[config.mk]
export PLATFORM = sky130hd
export DESIGN_NAME = inlet_dose_sequencer
export DESIGN_NICKNAME = d
export VERILOG_FILES = /design/src/rtl/inlet_seq_pkg.sv /design/src/rtl/inlet_dose_sequencer_step_timer.sv /design/src/rtl/inlet_dose_sequencer.sv
export SDC_FILE = /design/constraint.sdc
export NUM_CORES = 1
export LEC_CHECK = 0
export ABC_AREA = 1
export CORE_MARGIN = 5
export CORE_UTILIZATION = 26
export CTS_BUF_LIST = sky130_fd_sc_hd__clkbuf_2 sky130_fd_sc_hd__clkbuf_4 sky130_fd_sc_hd__clkbuf_8
export CTS_CLUSTER_SIZE = 28
export DETAILED_ROUTE_END_ITERATION = 8
export HOLD_SLACK_MARGIN = 0.15
export PLACE_DENSITY_LB_ADDON = 0.12
export SLEW_MARGIN = 20
export SYNTH_ARGS = -nofsm -noshare
export SYNTH_HDL_FRONTEND = slang
export SYNTH_HIERARCHICAL = 1
export SYNTH_SLANG_ARGS = --single-unit
[constraint.sdc]
create_clock -name clk -period 7 [get_ports clk]
set_input_delay 1.4 -clock clk [delete_from_list [all_inputs] [get_ports clk]]
set_output_delay 1.4 -clock clk [all_outputs]
set_load 0.01 [all_outputs]
[src/rtl/inlet_seq_pkg.sv]
// rtl/inlet_seq_pkg.sv - shared state encoding and counter sizing for the inlet dose sequencer (INLET_FLUSH_EN adds the FLUSH state)
`timescale 1ns/1ps

package inlet_seq_pkg;

    // Sequencer states; FLUSH exists only when the buffer flush is compiled in
    typedef enum logic [2:0] {
        S_IDLE   = 3'd0,
        S_SETTLE = 3'd1,
        S_PUMP   = 3'd2,
`ifdef INLET_FLUSH_EN
        S_FLUSH  = 3'd3,
`endif
        S_HOLD   = 3'd4,
        S_DONE   = 3'd5
    } state_t;

`ifdef INLET_FLUSH_EN
    localparam int STATE_CNT = 6;
`else
    localparam int STATE_CNT = 5;
`endif

    // Settle and transit share one counter; it must reach the larger of the two
    localparam int SETTLE_CYC_DEF  = 32;
    localparam int TRANSIT_CYC_DEF = 256;

    function automatic int cyc_width(input int a, input int b);
        return $clog2(((a > b) ? a : b) + 1);
    endfunction

    localparam int SEQ_CYC_W = cyc_width(SETTLE_CYC_DEF, TRANSIT_CYC_DEF);

    typedef logic [SEQ_CYC_W-1:0] seq_cyc_t;

endpackage

[src/rtl/inlet_dose_sequencer_step_timer.sv]
// rtl/inlet_dose_sequencer_step_timer.sv - pump step period counter with first-cycle pulse and end-of-period strobe
`timescale 1ns/1ps

module step_timer #(
    parameter int STEP_PERIOD = 8
) (
    input  logic clk,
    input  logic rst_n,
    input  logic en,
    input  logic clr,
    output logic first,
    output logic last
);

    localparam int CNT_W = (STEP_PERIOD > 2) ? $clog2(STEP_PERIOD) : 1;
    localparam logic [CNT_W-1:0] CNT_LAST = CNT_W'(STEP_PERIOD - 1);

    logic [CNT_W-1:0] cnt;

    // Free-running period count while enabled; wraps so PUMP->FLUSH starts a fresh period
    always_ff @(posedge clk) begin
        if (!rst_n || clr) begin
            cnt <= '0;
        end else if (en) begin
            cnt <= (cnt == CNT_LAST) ? '0 : cnt + 1'b1;
        end
    end

    assign first = en && (cnt == '0);
    assign last  = en && (cnt == CNT_LAST);

endmodule

[src/rtl/inlet_dose_sequencer.sv]
// rtl/inlet_dose_sequencer.sv - inlet valve/pump dose sequencer; define INLET_FLUSH_EN to add a buffer flush after pumping
`timescale 1ns/1ps

module inlet_dose_sequencer
    import inlet_seq_pkg::*;
#(
    parameter int VOL_W       = 16,
    parameter int STEP_PERIOD = 8,
    parameter int SETTLE_CYC  = 32,
    parameter int TRANSIT_CYC = 256,
    parameter int FLUSH_STEPS = 64
) (
    input  logic             clk,
    input  logic             rst_n,
    input  logic             req_valid,
    output logic             req_ready,
    input  logic [VOL_W-1:0] req_vol,
    input  logic             abort,
    output logic             valve_open,
    output logic             pump_step,
    output logic             flush_sel,
    output logic             busy,
    output logic             done,
    output logic             aborted,
    output logic [VOL_W-1:0] steps_done
);

    state_t           state;
    state_t           state_nxt;
    logic [VOL_W-1:0] vol_q;
    logic [VOL_W-1:0] steps_q;
    seq_cyc_t         seq_cnt;
    logic             aborted_q;
    logic             active;
    logic             step_en;
    logic             step_en_nxt;
    logic             step_first;
    logic             step_last;
    logic             settle_end;
    logic             hold_end;
    logic             pump_end;
    logic             pump_pulse;

    assign active      = (state != S_IDLE) && (state != S_DONE);
    assign settle_end  = (seq_cnt == seq_cyc_t'(SETTLE_CYC - 1));
    assign hold_end    = (seq_cnt == seq_cyc_t'(TRANSIT_CYC - 1));
    assign pump_end    = step_last && (steps_q == vol_q);
    assign pump_pulse  = (state == S_PUMP) && step_first;

`ifdef INLET_FLUSH_EN
    localparam int FL_W = $clog2(FLUSH_STEPS + 1);

    logic [FL_W-1:0] flush_cnt;
    logic            flush_end;

    assign step_en     = (state == S_PUMP) || (state == S_FLUSH);
    assign step_en_nxt = (state_nxt == S_PUMP) || (state_nxt == S_FLUSH);
    assign flush_end   = step_last && (flush_cnt == FL_W'(FLUSH_STEPS));
    assign flush_sel   = (state == S_FLUSH);

    // Counts buffer flush steps; restarts on every FLUSH entry
    always_ff @(posedge clk) begin
        if (!rst_n || state != S_FLUSH) begin
            flush_cnt <= '0;
        end else if (step_first) begin
            flush_cnt <= flush_cnt + 1'b1;
        end
    end
`else
    assign step_en     = (state == S_PUMP);
    assign step_en_nxt = (state_nxt == S_PUMP);
    assign flush_sel   = 1'b0;
`endif

    step_timer #(
        .STEP_PERIOD (STEP_PERIOD)
    ) u_step_timer (
        .clk   (clk),
        .rst_n (rst_n),
        .en    (step_en),
        .clr   (step_en && !step_en_nxt),
        .first (step_first),
        .last  (step_last)
    );

    // Next-state decode; abort overrides every in-progress transition
    always_comb begin
        state_nxt = state;
        case (state)
            S_IDLE:   if (req_valid) state_nxt = (req_vol == '0) ? S_DONE : S_SETTLE;
            S_SETTLE: if (settle_end) state_nxt = S_PUMP;
`ifdef INLET_FLUSH_EN
            S_PUMP:   if (pump_end) state_nxt = S_FLUSH;
            S_FLUSH:  if (flush_end) state_nxt = S_HOLD;
`else
            S_PUMP:   if (pump_end) state_nxt = S_HOLD;
`endif
            S_HOLD:   if (hold_end) state_nxt = S_DONE;
            S_DONE:   state_nxt = S_IDLE;
            default:  state_nxt = S_IDLE;
        endcase
        if (active && abort) begin
            state_nxt = S_DONE;
        end
    end

    // State register
    always_ff @(posedge clk) begin
        if (!rst_n) begin
            state <= S_IDLE;
        end else begin
            state <= state_nxt;
        end
    end

    // Shared settle/transit cycle counter, zeroed on every state change
    always_ff @(posedge clk) begin
        if (!rst_n || state_nxt != state) begin
            seq_cnt <= '0;
        end else if (state == S_SETTLE || state == S_HOLD) begin
            seq_cnt <= seq_cnt + 1'b1;
        end
    end

    // Dose bookkeeping: latched volume, issued sample steps, abort flag
    always_ff @(posedge clk) begin
        if (!rst_n) begin
            vol_q     <= '0;
            steps_q   <= '0;
            aborted_q <= 1'b0;
        end else begin
            if (state == S_IDLE && req_valid) begin
                vol_q     <= req_vol;
                steps_q   <= '0;
                aborted_q <= 1'b0;
            end
            if (pump_pulse) begin
                steps_q <= steps_q + 1'b1;
            end
            if (active && abort) begin
                aborted_q <= 1'b1;
            end
        end
    end

    assign req_ready  = (state == S_IDLE);
    assign busy       = (state != S_IDLE);
    assign valve_open = (state == S_SETTLE) || step_en;
    assign pump_step  = step_en && step_first;
    assign done       = (state == S_DONE);
    assign aborted    = (state == S_DONE) && aborted_q;
    // The pulse cycle already shows the incremented count
    assign steps_done = steps_q + {{(VOL_W-1){1'b0}}, pump_pulse};

endmodule

# ---- After elaboration in Yosys (flattened, before gate mapping)
# Index checks and enable logic that the tools add are counted.
dict set report totals {
  ff_bits 48
  latchBits 0
  ramBits 0
  mem_bits_ro 0
  in_bits 20
  out_inout_bits 23
  wordCells 54
  mem_count 0
}
dict set report classes {
  add_sub_neg 4
  multipliers 0
  div 0
  magnitude_cmp 0
  eq_ne 11
  n_shift 0
  muxes 12
  bitwise 0
  n_reduce_logical 21
}
# op n
set ops {}
lappend ops {{$mux 16} 2}
lappend ops {{$mux 3} 7}
lappend ops {{$add 16x1->16} 1}
lappend ops {{$add 16x1->16 const B} 1}
lappend ops {{$eq 16x16->1} 1}
lappend ops {{$logic_not 16->1} 1}
lappend ops {{$pmux 3 s4} 1}
lappend ops {{$add 9x1->9 const B} 1}
lappend ops {{$eq 3x3->1 const B} 3}
lappend ops {{$eq 9x5->1 const B} 1}
lappend ops {{$eq 9x8->1 const B} 1}
lappend ops {{$logic_and 1x1->1} 9}
lappend ops {{$eq 3x2->1 const B} 2}
lappend ops {{$logic_not 3->1} 2}
lappend ops {{$logic_or 1x1->1} 4}
lappend ops {{$reduce_bool 2->1} 2}
lappend ops {{$add 3x1->3 const B} 1}
lappend ops {{$eq 3x1->1 const B} 1}
lappend ops {{$ne 3x3->1} 1}
lappend ops {{$ne 3x3->1 const B} 1}
lappend ops {{$reduce_bool 3->1} 1}
lappend ops {{$logic_not 1->1} 2}
lappend ops {{$mux 1} 2}

# ---- Logic depth before layout (Yosys ltp)
dict set report logic_depth {
  word_depth 10
  depth_mapped 14
}

# ---- Modules after synthesis
# The synthesis kept the hierarchy.
# module instances cells_each area_each_um2
set modules_own_cells {}
lappend modules_own_cells {inlet_dose_sequencer 1 396 2622.5}
lappend modules_own_cells {step_timer 1 26 178.9}

# ---- Worst setup path before layout
# No wires, ideal clock.
dict set report synth_path {
  path_type {register to output}
  from {reg state[2]}
  to {out steps_done[14]}
  arrival_ps 2252
  required_ps 5600
  slack_ps 3348
  path_stages_with_launch 13
  path_cell_list {dfxtp_1 nor3_4 nand2_1 nor2_1 nand2_1 clkinv_1 ha_1 ha_1 nand2_1 nor2_1 nand2_1 nor2_1 xor2_1}
}
dict set report synth_via {
  elab_chain_cells 4
}
# item line_no
set synth_lines {}
lappend synth_lines {{start, declared} inlet_dose_sequencer.sv:28} ;# state_t state;
lappend synth_lines {{start signal, assigned} inlet_dose_sequencer.sv:112} ;# state <= state_nxt;
lappend synth_lines {{$eq 3x2->1} inlet_dose_sequencer.sv:70} ;# assign step_en = (state == S_PUMP);
lappend synth_lines {{net step_en} inlet_dose_sequencer.sv:35} ;# logic step_en;
lappend synth_lines {{$logic_and 1x1->1} inlet_dose_sequencer_step_timer.sv:29} ;# assign first = en && (cnt == '0);
lappend synth_lines {{net step_first} inlet_dose_sequencer.sv:37} ;# logic step_first;
lappend synth_lines {{$logic_and 1x1->1} -}
lappend synth_lines {{net pump_step} inlet_dose_sequencer.sv:20} ;# output logic pump_step,
lappend synth_lines {{$add 16x1->16} inlet_dose_sequencer.sv:153} ;# assign steps_done = steps_q + {{(VOL_W-1){1'b0}}, pump_pulse};
lappend synth_lines {{end, declared} inlet_dose_sequencer.sv:25} ;# output logic [VOL_W-1:0] steps_done
# The timed path passes the listed nets, and every way through them passes these cells.

# ---- Worst setup path after layout
dict set report layout_path {
  from {reg state[2]}
  to {out steps_done[13]}
}
dict set report layout_via {
  elab_chain_cells 4
}
# item line_no
set layout_lines {}
lappend layout_lines {{$eq 3x2->1} inlet_dose_sequencer.sv:70}
lappend layout_lines {{net step_en} inlet_dose_sequencer.sv:35}
lappend layout_lines {{$logic_and 1x1->1} inlet_dose_sequencer_step_timer.sv:29}
lappend layout_lines {{net step_first} inlet_dose_sequencer.sv:37}
lappend layout_lines {{$logic_and 1x1->1} inlet_dose_sequencer.sv:48} ;# assign pump_pulse = (state == S_PUMP) && step_first;
lappend layout_lines {{$add 16x1->16} inlet_dose_sequencer.sv:153}
# The timed path passes the listed nets, and every way through them passes these cells.

==> reports/qor.txt <==
Grt ovf: 0
WHS Path Cells: 2
Warnings from Yosys: 6
Int Pwr: 418 uW
FF-to-FF path depth: 12
PortBufs: 41
Final hold violations: 0
Pwr/cell area: 173 nW/um^2
Max_slew headroom: 66.6%
Status: finished, final reports clean
XOR/XNOR Fraction of Synth Area: 6.57%
Lkg Pwr: 0.00136 uW
CP arrival: 3430 ps
Layout Skew: 12.1 ps
HP Class: register to register
CP Cell Sequence: nor3_4 > nand2_1 > nor2_1 > nand2_1 > clkinv_1 > ha_1 > nand3_1 > nor2_1 > nand4_1 > nor2_1 > xor2_1 > clkdlybuf4s50_1
Final number of setup-violating endpoints: 0
Die Height: 114 microns
Async SR Flop Fraction: 0%
Core box area: 10700 sq um
Cell with the most instances after synthesis: nand2_1
CTS Buf Count: 5
Crit Path Max Fanout: 11
Synth Area per Inst: 6.64 sq um
Fmax: 0.207 GHz
Fin crit share: 68.9%
Compound-Gate Fraction of Synth Area: 13.3%
DRT Wirelength: 7.80 mm
Largest family of logic cells by synthesized area: simple AND/OR/NAND/NOR gates
Synth area leaders: dfxtp_1 34%, nand2_1 12%, inv_1 9.4%
EDFF count, synth: 0
Seq pwr share: 50.2%
1st-pass router iterations: 4
Starting DRT DRC Count: 74
Worst-Margin Slew: 500 ps
TritonCTS clock tree: yes
Initial Utilization: 26.2%
Vias in the first global route: 2631
Sequential fraction of the synthesis area: 34.3%
CP Launch Type: register
Fin crit period: 4830 ps
Comb pwr share: 19.3%
Max-slew violations: 0
#FFs+latches synth: 48
Syn Nets: 451
Drt drc: 0
H-tree depth: 2
Largest net degree at the start of global routing: 34
Switching power: 178 uW
Adder-Cell Fraction of Synth Area: 4.02%
Synth Instances: 422
Clk buf depth: 2
Worst-Skew Late Latency: 310 ps
DP Cell Count: 595
FP Rows: 38
Worst hold slack: 474 ps
CP Class: register to output port
Layout net count: 491
CP max-delay cell: clkdlybuf4s50_1
Max-Cap Viols: 0
Clock Sink Count: 48
Yosys cell types: 32
Final total power: 596 uW
Initial antenna violation count: 0
First-pass GRT wire length: 12.9 mm
Synth Area in Simple Gates: 30.2%
Fraction of power consumed by the clock network: 30.5%
Multiplexer area fraction after synthesis: 0.357%
Cts hold-fix bufs: 0
ANT cells: 0
Proportion of layout cells with a drive suffix above 1: 4.54%
CP Capture Type: output port
Largest area contributor in the netlist: dfxtp_1
Top FF cell, synth: dfxtp_1
Worst vdd ir: 74.8 uV
Synth cell count leaders: 89 x nand2_1, 70 x inv_1, 50 x nor2_1, 48 x dfxtp_1, 36 x a21oi_1
Root Driver: clkbuf_8
Die area: 13000 sq um
Overall routing resource usage: 12.4%
Layout Cells excl Fill: 603
Most used cell, CP: nor2_1
Area grow syn2layout: 23.3%
RSZ-0062 raised after global routing: no
Critical path depth: 12
Final HPWL DP: 6.17 mm
Setup tns final: 0 ps
Routability Congestion: 0.828
Via count: 2671
Highest cell delay on the worst timing path: 550 ps
DR vias/cell: 4.43
Post-CTS sizing: 0
Num ports: 43
Final ANT Viol Nets: 0
Buffers & Inverters on Critical Path: 2
Clk slew on worst S/H paths: 90 ps
Syn Std Cell Area: 2800 sq um
Die Wd: 114 microns
Top Family by Delay on Critical Path: simple AND/OR/NAND/NOR gates
Switching part of the total: 29.8%
Setup slack, reg-to-reg: 4700 ps
Worst path required time: 5600 ps
Postcts setup bufs: 0
WL/cell: 12.9 microns
Synth top area share: 34.3%
-- worst paths after layout --
check | startpoint | to
worst max-delay path | state[2] | steps_done[13]
worst min-delay path | vol_q[1] | vol_q[1]
worst max register to register | state[2] | seq_cnt[6]
worst min register to register | vol_q[1] | vol_q[1]
-- power by group through the flow --
stage	Clock, uW	Combinational, uW	Sequential [uW]
detailed placement	0	117	305
floorplan	0	75.3	303
global placement	0	117	305
CTS	190	117	299
global route	202	132	302
finish	182	115	299
-- per-layer routing --
layer	routed length (microns)	GRT usage (%)	up-vias	share of wire [%]
met3	296	2.23	10	3.8
met4	136	3.48	0	1.7
met1	3700	15.9	1193	47
met5	0	0	-	0
li1	-	-	1426	-
met2	3670	21.4	42	47
-- final cells by class --
class	count	area, sq um
Fill cell	1223	7240
Sequential cell	48	961
Clock inverter	1	7.51
Timing Repair Buffer	43	425
Clock buffer	7	90.1
Inverter	71	267
Multi-Input combinational cell	293	1530
Tap cell	140	175
-- flip-flops by register name (all words and copies together) (netlist names) --
signal            count
u_step_timer/cnt      3
steps_q              16
state                 3
vol_q                16
aborted_q             1
seq_cnt               9
-- layout by cell type (no fill, tap or decap), drive strengths merged --
cell type / n
nor4: 1
nor2: 53
inv: 70
nand3: 17
buf: 2
mux2i: 1
xnor2: 4
clkinv: 1
a21boi: 1
clkinvlp: 1
clkbuf: 7
a21oi: 36
a32oi: 1
conb: 1
clkdlybuf4s50: 41
nand4: 17
nor3: 7
or2: 1
o22ai: 1
o21ai: 28
nand3b: 1
nand2: 93
xor2: 17
ha: 9
dfxtp: 48
o211ai: 1
a211oi: 3
-- worst min-delay path, stage by stage (launching register included) --
cell and delay, ps:
dfxtp_1 320, inv_1 60, a21oi_1 50
-- metrics by stage --
stage	util, %	cell area [sq um]	worst slack, ps
6_report	32.3	3450	2170
4_1_cts	32.3	3450	2160
3_3_place_gp	31.4	3360	2590
3_5_place_dp	31.4	3360	2490
5_1_grt	32.3	3450	1820
2_1_floorplan	-	2800	3350
-- logic make-up (layout without fill, tap and decap cells) --
kind of cell    count (synthesis)  in the layout
compound gates                 71             71
xor+xnor                       21             21
fa+ha+maj                       9              9
buf+inv                        81            122
flops                          48             48
mux                             1              1
other cells                     1              1
simple gates                  190            190
No activity file was read; power rests on OpenSTA's default activity.
